$ cat config.mk
export PLATFORM = sky130hd
export DESIGN_NAME = gpio_seq
export DESIGN_NICKNAME = d
export VERILOG_FILES = /design/src/rtl/gpio_seq_pkg.sv /design/src/rtl/gpio_seq_fifo.sv /design/src/rtl/gpio_seq.sv
export SDC_FILE = /design/constraint.sdc
export NUM_CORES = 1
export LEC_CHECK = 0
export ABC_AREA = 1
export CAP_MARGIN = 20
export CORE_ASPECT_RATIO = 0.7
export CORE_MARGIN = 2
export CORE_UTILIZATION = 51
export DETAILED_ROUTE_END_ITERATION = 10
export PLACE_DENSITY = 0.77
export SYNTH_ARGS = -nofsm -noshare
export SYNTH_HDL_FRONTEND = slang
export SYNTH_SLANG_ARGS = --single-unit
$ cat constraint.sdc
create_clock -name HCLK -period 2.6 [get_ports HCLK]
set_clock_uncertainty 0.2 [all_clocks]
set_input_delay 0.65 -clock HCLK [delete_from_list [all_inputs] [get_ports HCLK]]
set_output_delay 0.65 -clock HCLK [all_outputs]
set_load 0.01 [all_outputs]
$ cat src/rtl/gpio_seq_pkg.sv
// Shared constants for the GPIO pattern sequencer: register offsets, bit positions, FSM states.
// Latency: n/a (package only).
// Backpressure: n/a (package only).
package gpio_seq_pkg;

  // Word offsets decoded from HADDR[23:2]
  localparam logic [21:0] OFF_CTRL   = 22'd0;
  localparam logic [21:0] OFF_PERIOD = 22'd1;
  localparam logic [21:0] OFF_DATA   = 22'd2;
  localparam logic [21:0] OFF_STATUS = 22'd3;

  // CTRL bit positions
  localparam int CTRL_EN    = 0;
  localparam int CTRL_IRQEN = 1;
  localparam int CTRL_LOOP  = 2;

  // STATUS bit positions
  localparam int STAT_EMPTY     = 0;
  localparam int STAT_FULL      = 1;
  localparam int STAT_LEVEL_LSB = 4;
  localparam int STAT_LEVEL_MSB = 8;
  localparam int STAT_DONE      = 9;
  localparam int STAT_OVF       = 10;

  // Value returned for unmapped offsets
  localparam logic [31:0] RDATA_DEFAULT = 32'hDEADBEEF;

  // Width of one pattern word
  localparam int PAT_W = 16;

  typedef enum logic [1:0] {
    IDLE = 2'd0,
    LOAD = 2'd1,
    WAIT = 2'd2
  } seq_state_t;

endpackage

$ cat src/rtl/gpio_seq_fifo.sv
// Synchronous pattern buffer, DEPTH x W, head word visible combinationally on pop_dat.
// Latency: push visible at head one cycle after the push edge.
// Backpressure: push while full is dropped unless a pop happens in the same cycle; pop while empty is ignored.
module gpio_seq_fifo
  import gpio_seq_pkg::*;
#(
  parameter int DEPTH = 8,
  parameter int W     = PAT_W,
  localparam int AW   = $clog2(DEPTH),
  localparam int LW   = AW + 1
) (
  input  logic          HCLK,
  input  logic          HRESETn,
  input  logic          push,
  input  logic [W-1:0]  push_dat,
  input  logic          pop,
  output logic [W-1:0]  pop_dat,
  output logic          full,
  output logic          empty,
  output logic [LW-1:0] level
);

  logic [W-1:0]  mem [DEPTH];
  logic [AW-1:0] wr_ptr;
  logic [AW-1:0] rd_ptr;
  logic [LW-1:0] cnt;
  logic          push_ok;
  logic          pop_ok;

  assign empty   = (cnt == '0);
  assign full    = (cnt == LW'(DEPTH));
  assign level   = cnt;
  assign pop_ok  = pop & ~empty;
  // A pop frees the slot the push lands in, so full+pop still accepts.
  assign push_ok = push & (~full | pop_ok);
  assign pop_dat = mem[rd_ptr];

  // Storage array; contents are discarded by resetting the pointers only.
  always_ff @(posedge HCLK) begin
    if (push_ok) mem[wr_ptr] <= push_dat;
  end

  // Pointers wrap naturally because DEPTH is a power of two.
  always_ff @(posedge HCLK or negedge HRESETn) begin
    if (!HRESETn) begin
      wr_ptr <= '0;
      rd_ptr <= '0;
      cnt    <= '0;
    end else begin
      if (push_ok) wr_ptr <= wr_ptr + AW'(1);
      if (pop_ok)  rd_ptr <= rd_ptr + AW'(1);
      case ({push_ok, pop_ok})
        2'b10:   cnt <= cnt + LW'(1);
        2'b01:   cnt <= cnt - LW'(1);
        default: cnt <= cnt;
      endcase
    end
  end

endmodule

$ cat src/rtl/gpio_seq.sv
// AHB-lite GPIO pattern sequencer: plays buffered 16-bit words onto SEQ_DOUT every PERIOD+1 cycles. Loop mode via GPIO_SEQ_LOOP_EN.
// Latency: first pattern two edges after the EN-setting write's data phase; zero-wait-state bus.
// Backpressure: none on the bus (HREADYOUT=1); DATA pushes into a full buffer are dropped and flag OVF.
module gpio_seq
  import gpio_seq_pkg::*;
#(
  parameter int FIFO_DEPTH = 8,
  parameter int PW         = 16
) (
  input  logic        HCLK,
  input  logic        HRESETn,
  input  logic        HSEL,
  input  logic [23:2] HADDR,
  input  logic        HREADY,
  input  logic        HWRITE,
  input  logic [1:0]  HTRANS,
  input  logic [2:0]  HSIZE,
  input  logic [31:0] HWDATA,
  output logic [31:0] HRDATA,
  output logic        HREADYOUT,
  output logic [1:0]  HRESP,
  output logic [15:0] SEQ_DOUT,
  output logic        SEQ_ACTIVE,
  output logic        IRQ
);

  localparam int LW = $clog2(FIFO_DEPTH) + 1;

  // Bus pipeline
  logic        acc_q;
  logic        write_q;
  logic [23:2] addr_q;
  logic        wr_vld;
  logic        rd_vld;
  logic        ctrl_wr;
  logic        period_wr;
  logic        data_wr;
  logic        status_wr;

  // Registers
  logic          en_q;
  logic          irqen_q;
  logic          loop_q;
  logic [PW-1:0] period_q;
  logic          done_q;
  logic          ovf_q;
  logic          irq_q;
  logic [15:0]   dout_q;

  // Sequencer
  seq_state_t    state_q;
  seq_state_t    state_nxt;
  logic [PW-1:0] cnt_q;
  logic [PW-1:0] cnt_nxt;
  logic          done_set;
  logic          go_idle;
  logic          more_after;

  // Pattern buffer
  logic          fifo_push;
  logic [15:0]   fifo_push_dat;
  logic          fifo_pop;
  logic [15:0]   fifo_head;
  logic          fifo_full;
  logic          fifo_empty;
  logic [LW-1:0] fifo_level;
  logic          loop_push;
  logic          ovf_set;

  logic          unused_bits;
  assign unused_bits = ^{HSIZE, HTRANS[0], HWDATA[31:16]};

  assign HREADYOUT  = 1'b1;
  assign HRESP      = 2'b00;
  assign SEQ_DOUT   = dout_q;
  assign SEQ_ACTIVE = en_q;
  assign IRQ        = irq_q;

  // Capture the address phase; only non-idle, selected transfers become accesses.
  always_ff @(posedge HCLK or negedge HRESETn) begin
    if (!HRESETn) begin
      acc_q   <= 1'b0;
      write_q <= 1'b0;
      addr_q  <= '0;
    end else if (HREADY) begin
      acc_q   <= HSEL & HTRANS[1];
      write_q <= HWRITE;
      addr_q  <= HADDR;
    end
  end

  assign wr_vld    = acc_q & write_q;
  assign rd_vld    = acc_q & ~write_q;
  assign ctrl_wr   = wr_vld & (addr_q == OFF_CTRL);
  assign period_wr = wr_vld & (addr_q == OFF_PERIOD);
  assign data_wr   = wr_vld & (addr_q == OFF_DATA);
  assign status_wr = wr_vld & (addr_q == OFF_STATUS);

  // A write clearing EN takes the FSM to IDLE on the same edge it lands.
  assign go_idle = ~en_q | (ctrl_wr & ~HWDATA[CTRL_EN]);

  // LOAD only occurs with a non-empty buffer; the empty term keeps the pop safe regardless.
  assign fifo_pop      = (state_q == LOAD) & ~go_idle & ~fifo_empty;
  assign loop_push     = fifo_pop & loop_q;
  assign fifo_push     = data_wr | loop_push;
  assign fifo_push_dat = loop_push ? fifo_head : HWDATA[15:0];
  // A bus push is lost when the buffer is full without a pop, or when a loop re-push owns the port.
  assign ovf_set       = data_wr & (loop_push | (fifo_full & ~fifo_pop));

  // Whether the buffer still holds a word after the current LOAD pop.
  assign more_after = (fifo_level != LW'(1)) | loop_q | data_wr;

  gpio_seq_fifo #(
    .DEPTH (FIFO_DEPTH),
    .W     (16)
  ) u_fifo (
    .HCLK     (HCLK),
    .HRESETn  (HRESETn),
    .push     (fifo_push),
    .push_dat (fifo_push_dat),
    .pop      (fifo_pop),
    .pop_dat  (fifo_head),
    .full     (fifo_full),
    .empty    (fifo_empty),
    .level    (fifo_level)
  );

  // CTRL and PERIOD registers.
  always_ff @(posedge HCLK or negedge HRESETn) begin
    if (!HRESETn) begin
      en_q     <= 1'b0;
      irqen_q  <= 1'b0;
      period_q <= '0;
    end else begin
      if (ctrl_wr) begin
        en_q    <= HWDATA[CTRL_EN];
        irqen_q <= HWDATA[CTRL_IRQEN];
      end
      if (period_wr) period_q <= HWDATA[PW-1:0];
    end
  end

`ifdef GPIO_SEQ_LOOP_EN
  // Loop-mode bit: when set each popped word is recycled to the tail.
  always_ff @(posedge HCLK or negedge HRESETn) begin
    if (!HRESETn) loop_q <= 1'b0;
    else if (ctrl_wr) loop_q <= HWDATA[CTRL_LOOP];
  end
`else
  assign loop_q = 1'b0;
`endif

  // Sticky DONE/OVF flags; a set in the same cycle as a W1C wins.
  always_ff @(posedge HCLK or negedge HRESETn) begin
    if (!HRESETn) begin
      done_q <= 1'b0;
      ovf_q  <= 1'b0;
    end else begin
      if (done_set) done_q <= 1'b1;
      else if (status_wr && HWDATA[STAT_DONE]) done_q <= 1'b0;
      if (ovf_set) ovf_q <= 1'b1;
      else if (status_wr && HWDATA[STAT_OVF]) ovf_q <= 1'b0;
    end
  end

  // Registered level interrupt.
  always_ff @(posedge HCLK or negedge HRESETn) begin
    if (!HRESETn) irq_q <= 1'b0;
    else irq_q <= irqen_q & (done_q | ovf_q);
  end

  // Sequencer state, interval counter and output pattern.
  always_ff @(posedge HCLK or negedge HRESETn) begin
    if (!HRESETn) begin
      state_q <= IDLE;
      cnt_q   <= '0;
      dout_q  <= '0;
    end else begin
      state_q <= state_nxt;
      cnt_q   <= cnt_nxt;
      if (fifo_pop) dout_q <= fifo_head;
    end
  end

  // Next state: LOAD..LOAD spacing is one LOAD cycle plus PERIOD WAIT cycles.
  always_comb begin
    state_nxt = state_q;
    cnt_nxt   = cnt_q;
    done_set  = 1'b0;
    if (go_idle) begin
      state_nxt = IDLE;
      cnt_nxt   = '0;
    end else begin
      case (state_q)
        IDLE: begin
          if (!fifo_empty) state_nxt = LOAD;
        end
        LOAD: begin
          cnt_nxt = period_q;
          if (period_q == '0) begin
            if (more_after) begin
              state_nxt = LOAD;
            end else begin
              state_nxt = IDLE;
              done_set  = 1'b1;
            end
          end else begin
            state_nxt = WAIT;
          end
        end
        WAIT: begin
          if (cnt_q <= PW'(1)) begin
            cnt_nxt = '0;
            if (!fifo_empty) begin
              state_nxt = LOAD;
            end else begin
              state_nxt = IDLE;
              done_set  = 1'b1;
            end
          end else begin
            cnt_nxt = cnt_q - PW'(1);
          end
        end
        default: state_nxt = IDLE;
      endcase
    end
  end

  // Data-phase read mux; unused bits read 0, unmapped offsets read the default word.
  always_comb begin
    HRDATA = '0;
    if (rd_vld) begin
      case (addr_q)
        OFF_CTRL: begin
          HRDATA[CTRL_EN]    = en_q;
          HRDATA[CTRL_IRQEN] = irqen_q;
          HRDATA[CTRL_LOOP]  = loop_q;
        end
        OFF_PERIOD: HRDATA[PW-1:0] = period_q;
        OFF_DATA:   HRDATA[15:0]   = dout_q;
        OFF_STATUS: begin
          HRDATA[STAT_EMPTY] = fifo_empty;
          HRDATA[STAT_FULL]  = fifo_full;
          HRDATA[STAT_LEVEL_MSB:STAT_LEVEL_LSB] = 5'(fifo_level);
          HRDATA[STAT_DONE]  = done_q;
          HRDATA[STAT_OVF]   = ovf_q;
        end
        default: HRDATA = RDATA_DEFAULT;
      endcase
    end
  end

endmodule

=== Yosys cells after proc, flatten, opt, wreduce, memory -nomap -nowiden ===
Memory sizes are Yosys's and may differ from the RTL's. A register that Yosys moved wholly into a read port is not among the register bits.
Index checks and enable logic that the tools add are counted.

* Register bits: 73
* RAM bits: 128
* Memories kept: 1
* Word-level logic and storage cells: 102
* Output and inout port bits: 53

* Order comparisons: 1
* Bitwise logic cells: 26
* Multiplexer cells: 30
* Reduce and logical (&&, ||, !) cells: 14
* Add/subtract/negate cells: 5
* Equal/unequal tests: 11

{| class="wikitable"
|+ Memory list
! memory !! words !! width !! read ports !! clocked after Yosys merged registers in !! wr ports !! RTL line !! source
|-
| u_fifo.mem || 8 || 16 || 1 || 1 || 1 || gpio_seq_fifo.sv:23 || <nowiki>logic [W-1:0] mem [DEPTH];</nowiki>
|}

{| class="wikitable"
|+ Operators with widths
! operator !! count
|-
| two-way mux 16 bit || 3
|-
| == test 22 x 2 -> 1 bit (second input constant) || 2
|-
| two-way mux 32 bit || 1
|-
| one-hot mux 16 bit (2 select lines) || 1
|-
| one-hot mux 7 bit (4 select lines) || 1
|-
| == test 22 x 1 -> 1 bit (second input constant) || 1
|-
| logical NOT 22 bit || 1
|-
| <= comparator 16 x 1 -> 1 bit (second input constant) || 1
|-
| logical NOT 16 bit || 1
|-
| subtractor 16 x 1 -> 16 bit (second input constant) || 1
|-
| bitwise AND 1 bit || 15
|-
| one-hot mux 5 bit (3 select lines) || 1
|-
| two-way mux 1 bit || 13
|-
| two-way mux 2 bit || 4
|-
| one-hot mux 2 bit (4 select lines) || 1
|-
| one-hot mux 4 bit (2 select lines) || 1
|-
| NOT 1 bit || 7
|-
| adder 3 x 1 -> 3 bit (second input constant) || 2
|-
| inequality test 3 bit (second input constant) || 2
|-
| one-hot mux 1 bit (3 select lines) || 2
|-
| one-hot mux 2 bit (3 select lines) || 1
|-
| nonzero test 2 bit || 3
|-
| adder 4 x 1 -> 4 bit (second input constant) || 1
|-
| == test 2 x 1 -> 1 bit (second input constant) || 2
|-
| other kinds (14) || 19
|}

=== Depth between registers and ports, before layout ===
* Depth after elaboration: 12
* Gate-level depth with buffers: 14
* Mapped depth without buffers: 14

=== Hierarchy ===
From an unflattened synthesis, not the netlist that was laid out.

* Cells, all modules: 1008
* Area, all modules: 10198.5 um^2

{| class="wikitable"
|+ By module, submodules not included
! module !! instances !! area each (um^2) !! cells each
|-
| gpio_seq_fifo || 1 || 5636.7 || 435
|-
| gpio_seq || 1 || 4561.9 || 573
|}

=== Worst setup path after synthesis ===
Ideal clock, no wire load.

* Path type: reg2out
* From: register addr_q[19] (netlist bit)
* To: output HRDATA[18]
* Data required time: 1.750 ns
* Stages on the path, launching flop included: 11
* Slack: 0.044 ns
* Data arrival time: 1.706 ns
* Path buffers: 2
* Cell sequence: dfrtp_1 > nor2_1 > nand2_1 > nor2_4 > nand2_4 > inv_2 > nand2_1 > nand3_1 > buf_2 > nor2_1 > buf_4

* Longest elaborated chain between the ends: 4

{| class="wikitable"
|+ RTL lines
! item !! RTL line !! source
|-
| from (decl) || gpio_seq.sv:32 || <nowiki>logic [23:2] addr_q;</nowiki>
|-
| from (signal assigned) || gpio_seq.sv:84 || <nowiki>addr_q <= '0;</nowiki>
|-
| from (signal assigned) || gpio_seq.sv:88 || <nowiki>addr_q <= HADDR;</nowiki>
|-
| == test 22 x 1 -> 1 bit, or another cell as far along || gpio_seq.sv:233 || <nowiki>case (addr_q)</nowiki>
|-
| OR reduction 4 bit (no line) * || -- ||
|-
| two-way mux 16 bit * || gpio_seq.sv:233 ||
|-
| two-way mux 32 bit * || gpio_seq.sv:232 || <nowiki>if (rd_vld) begin</nowiki>
|-
| to (decl) || gpio_seq.sv:19 || <nowiki>output logic [31:0] HRDATA,</nowiki>
|}

Mark *: on every way between the ends. The rest lies on a longest branch, timed or not.

=== Worst setup path in the final report ===
* From: register addr_q[17] (netlist bit)
* To: output HRDATA[13]

* Longest elaborated chain between the ends: 4

{| class="wikitable"
|+ RTL lines
! item !! RTL line
|-
| == test 22 x 2 -> 1 bit / logical NOT 22 bit (equally long branches) || gpio_seq.sv:233
|-
| OR reduction 2 bit (no line) || --
|-
| one-hot mux 5 bit (3 select lines) * || gpio_seq.sv:233
|-
| two-way mux 32 bit * || gpio_seq.sv:232
|}

Marks and branches as above.

==> impl_metrics.ini <==
[placement]
io_buffers = 88
gp_congestion = 0.946
dp_cells = 1380
detailed_place_hpwl_um = 17200

[floorplan]
core_um2 = 19100
fp-row-count = 42
die-height_um = 121
die_w_um = 172
dieArea_um2 = 20900
initial_core_util_pct = 52.6
io_pins = 117

[grt]
grt_pass1_vias = 7683
gr-total-overflow = 0
grtUsageTotal_pct = 25.4
grtUsageMet2_pct = 37.8
use_met1_pct = 37.7
grt_max_degree = 54
antenna_found_initial = 0
grt_util_met3_pct = 5.41
grt_most_used_layer = met2
grt_pass1_wl_um = 40800

[finish]
insertedDiodeCount = 0
nets = 1231
drive_gt1_share_pct = 22.1
final_cells = 1433
area.growth.synth_to_final_pct = 26.5
post-route-util_pct = 66.5

[synthesis]
yosys_warnings = 0
synth_top_area_share_pct = 38.2
syn_avg_cell_area_um2 = 9.98
synth_edf_count = 128
ys_ff_latch = 217
synthArstFlopShare_pct = 41.0
synthesis.area_um2 = 10100
syn_inst = 1007
synth-seq-area-share_pct = 60.4
synth_area_leaders = edfxtp_1 38%, dfrtp_1 22%, nand2_1 10%
synth_cell_type_count = 36
yosys.area.top_type = edfxtp_1
ys.flop_type = edfxtp_1

[setup_path]
critPathBufInv = 2
cp-startpoint = addr_q[17]
slowest_stage = dfrtp_1
crit_arrival_ns = 2.27
end_kind = output pin
start_kind = register
path_max_fanout = 5
path_cells = nor2_1 -> nand2_1 -> nor2_4 -> nand2_4 -> nor3_4 -> buf_6 -> nand2_4 -> a31oi_4 -> buf_6
max_stage_delay_ns = 0.38
worstReg2RegStart = addr_q[6]
required_ns = 1.75
crit_family = simple AND/OR/NAND/NOR gates
path_class = reg -> out

[clock_network]
ctsLongestPathBuffers = 3
cts.root.buffer_cell = clkbuf_16
cts_tree = yes
clkSinkCount = 217
numCtsBuffers = 21
cts.clk_slew.worst_paths_ns = 0.07
clk_latency_ns = 0.50
htree_levels = 1

[hold_path]
holdCritStartpoint = cnt_q[1]
min_path_type = reg -> reg

[detailed_routing]
first_pass_iters = 5
wl_per_cell_um = 18.6
drcViolationCount = 0
viasPerCell = 5.56
routed_wl_um = 26600
drt_iter0_markers = 943
drtAntennaViolNets = 0
via_count = 7967

[status]
status = finished, violations left
violations = setup timing

[sta]
tightest_slew_ns = 0.503
hold_slack_ns = 0.304
rsz0062_at_grt = yes
relSlewSlack_pct = 66.5
finalCriticalPeriod_ns = 3.12
hold_viol = 0
finalMaxSlewViolations = 0
setup_viol = 29
fin_ws_ns = -0.519
fmax_mhz = 321
min_period_over_period_pct = 120

[power_and_ir_drop]
p_total_mw = 7.13
leakage_nw = 5.31
p_per_area_nw_per_um2 = 560
max-vdd-ir-drop_mv = 0.517

[flow_run]
maxCapViolCount = 0
## path summary, 6_finish.rpt
path | slack [ns] | cells past startpoint | endpoint
setup reg to reg | 0 | 11 | u_fifo.mem[5][7]
hold / removal | 0.30 | 2 | cnt_q[1]
max in group asynchronous | 1.07 | 3 | addr_q[14]
setup / recovery | -0.52 | 9 | HRDATA[13]
min in group asynchronous | 0.47 | 2 | cnt_q[0]
hold reg to reg | 0.30 | 2 | cnt_q[1]
## worst register-to-register path, delay by kind of cell (launching register included)
family | cells | cell delay, ns
simple gates | 7 | 1.12
buf+inv | 4 | 0.60
flops | 1 | 0.37
## cells by family (layout without fill, tap and decap cells)
family | count (synthesis) | count (layout) | synth area share, %
and+or+nand+nor | 448 | 448 | 18.7
DFF | 217 | 217 | 60.4
AOI/OAI and AO/OA | 167 | 167 | 9.50
adders and majority gates | 12 | 12 | 1.49
buffers and inverters | 119 | 275 | 5.51
xor gates and xnor gates | 15 | 15 | 1.31
other | 2 | 8 | 0.0747
muxes | 27 | 27 | 3.02
## routing by layer
layer	part of all wire [%]	vias to the layer above
met3	8.6	67
met1	43	3822
met2	45	399
met5	0	-
li1	-	3679
met4	3.4	0
## through the flow
step                      setup WS (ns)  area (um2)  setup TNS, ns
final                            -0.519       12700          -9.79
after global routing             -0.578       12700         -16.81
after CTS                        -0.438       12500          -8.73
after detailed placement         -0.565       11600         -30.32
after global placement           -0.448       11600         -25.91
after floorplan                  0.0435       10100              0
## sequential cells by signal, indices dropped and copies added (netlist names), 2 cells and up
name and cells:
u_fifo.mem 128, addr_q 22, SEQ_DOUT 16, cnt_q 16
period_q 16, u_fifo.level 4, u_fifo.rd_ptr 3, u_fifo.wr_ptr 3
state_q 2
## cell usage after synthesis (10+ instances only)
cell type    n
a21oi_1     33
edfxtp_1   128
a32o_1      16
clkbuf_1    21
buf_4       18
mux2_2      27
xor2_1      10
inv_1       59
buf_2       14
nand3_1     38
nand2_1    279
nor2_1     100
o22ai_1     16
o21ai_0     92
dfrtp_1     89
ha_1        12
## where the power goes
group | switching, mW | internal (mW) | total, mW
clock network | 1.29 | 1.62 | 2.91
logic | 0.265 | 0.211 | 0.475
registers | 0.0408 | 3.71 | 3.75
total | 1.59 | 5.54 | 7.13
## cells in the final DEF (no fill, tap or decap), drive strengths merged
cell type      synthesis  final
xor2                  10     10
nor2                 108    108
o21a                   1      1
mux2                  27     27
a21boi                 2      2
edfxtp               128    128
dlygate4sd3            0      1
bufinv                 0      1
inv                   61     61
o22ai                 16     16
nand3                 40     40
conb                   2      8
nand3b                 1      1
nor3                   9      9
a31oi                  6      6
xnor2                  5      5
a32o                  16     16
clkinv                 0      5
nand4                  6      6
ha                    12     12
clkdlybuf4s50          0     60
clkinvlp               0      5
or2                    1      1
o2111ai                1      1
dfrtp                 89     89
o21ai                 92     92
buf                   37    115
clkbuf                21     27
nand2                283    283
a21oi                 33     33
## area by class of cell
type / count / area [um2]
repair buffers: 176 / 1600
fillers: 1421 / 6410
multi-input cells: 677 / 3830
inverters: 61 / 236
clock inverters: 10 / 82.6
clock buffers: 27 / 558
repair inverters: 1 / 7.51
flip-flops and latches: 217 / 6070
well taps: 264 / 330
## repair_timing
item,CTS,global route
gates cloned,2,0
setup endpoints to repair,27,45
pin swaps,19,19
hold buffers,1,0
resized for setup,187,43
hold endpoints to repair,36,0
buffers inserted,8,6
Note: power is estimated with default switching activity, not from simulation.
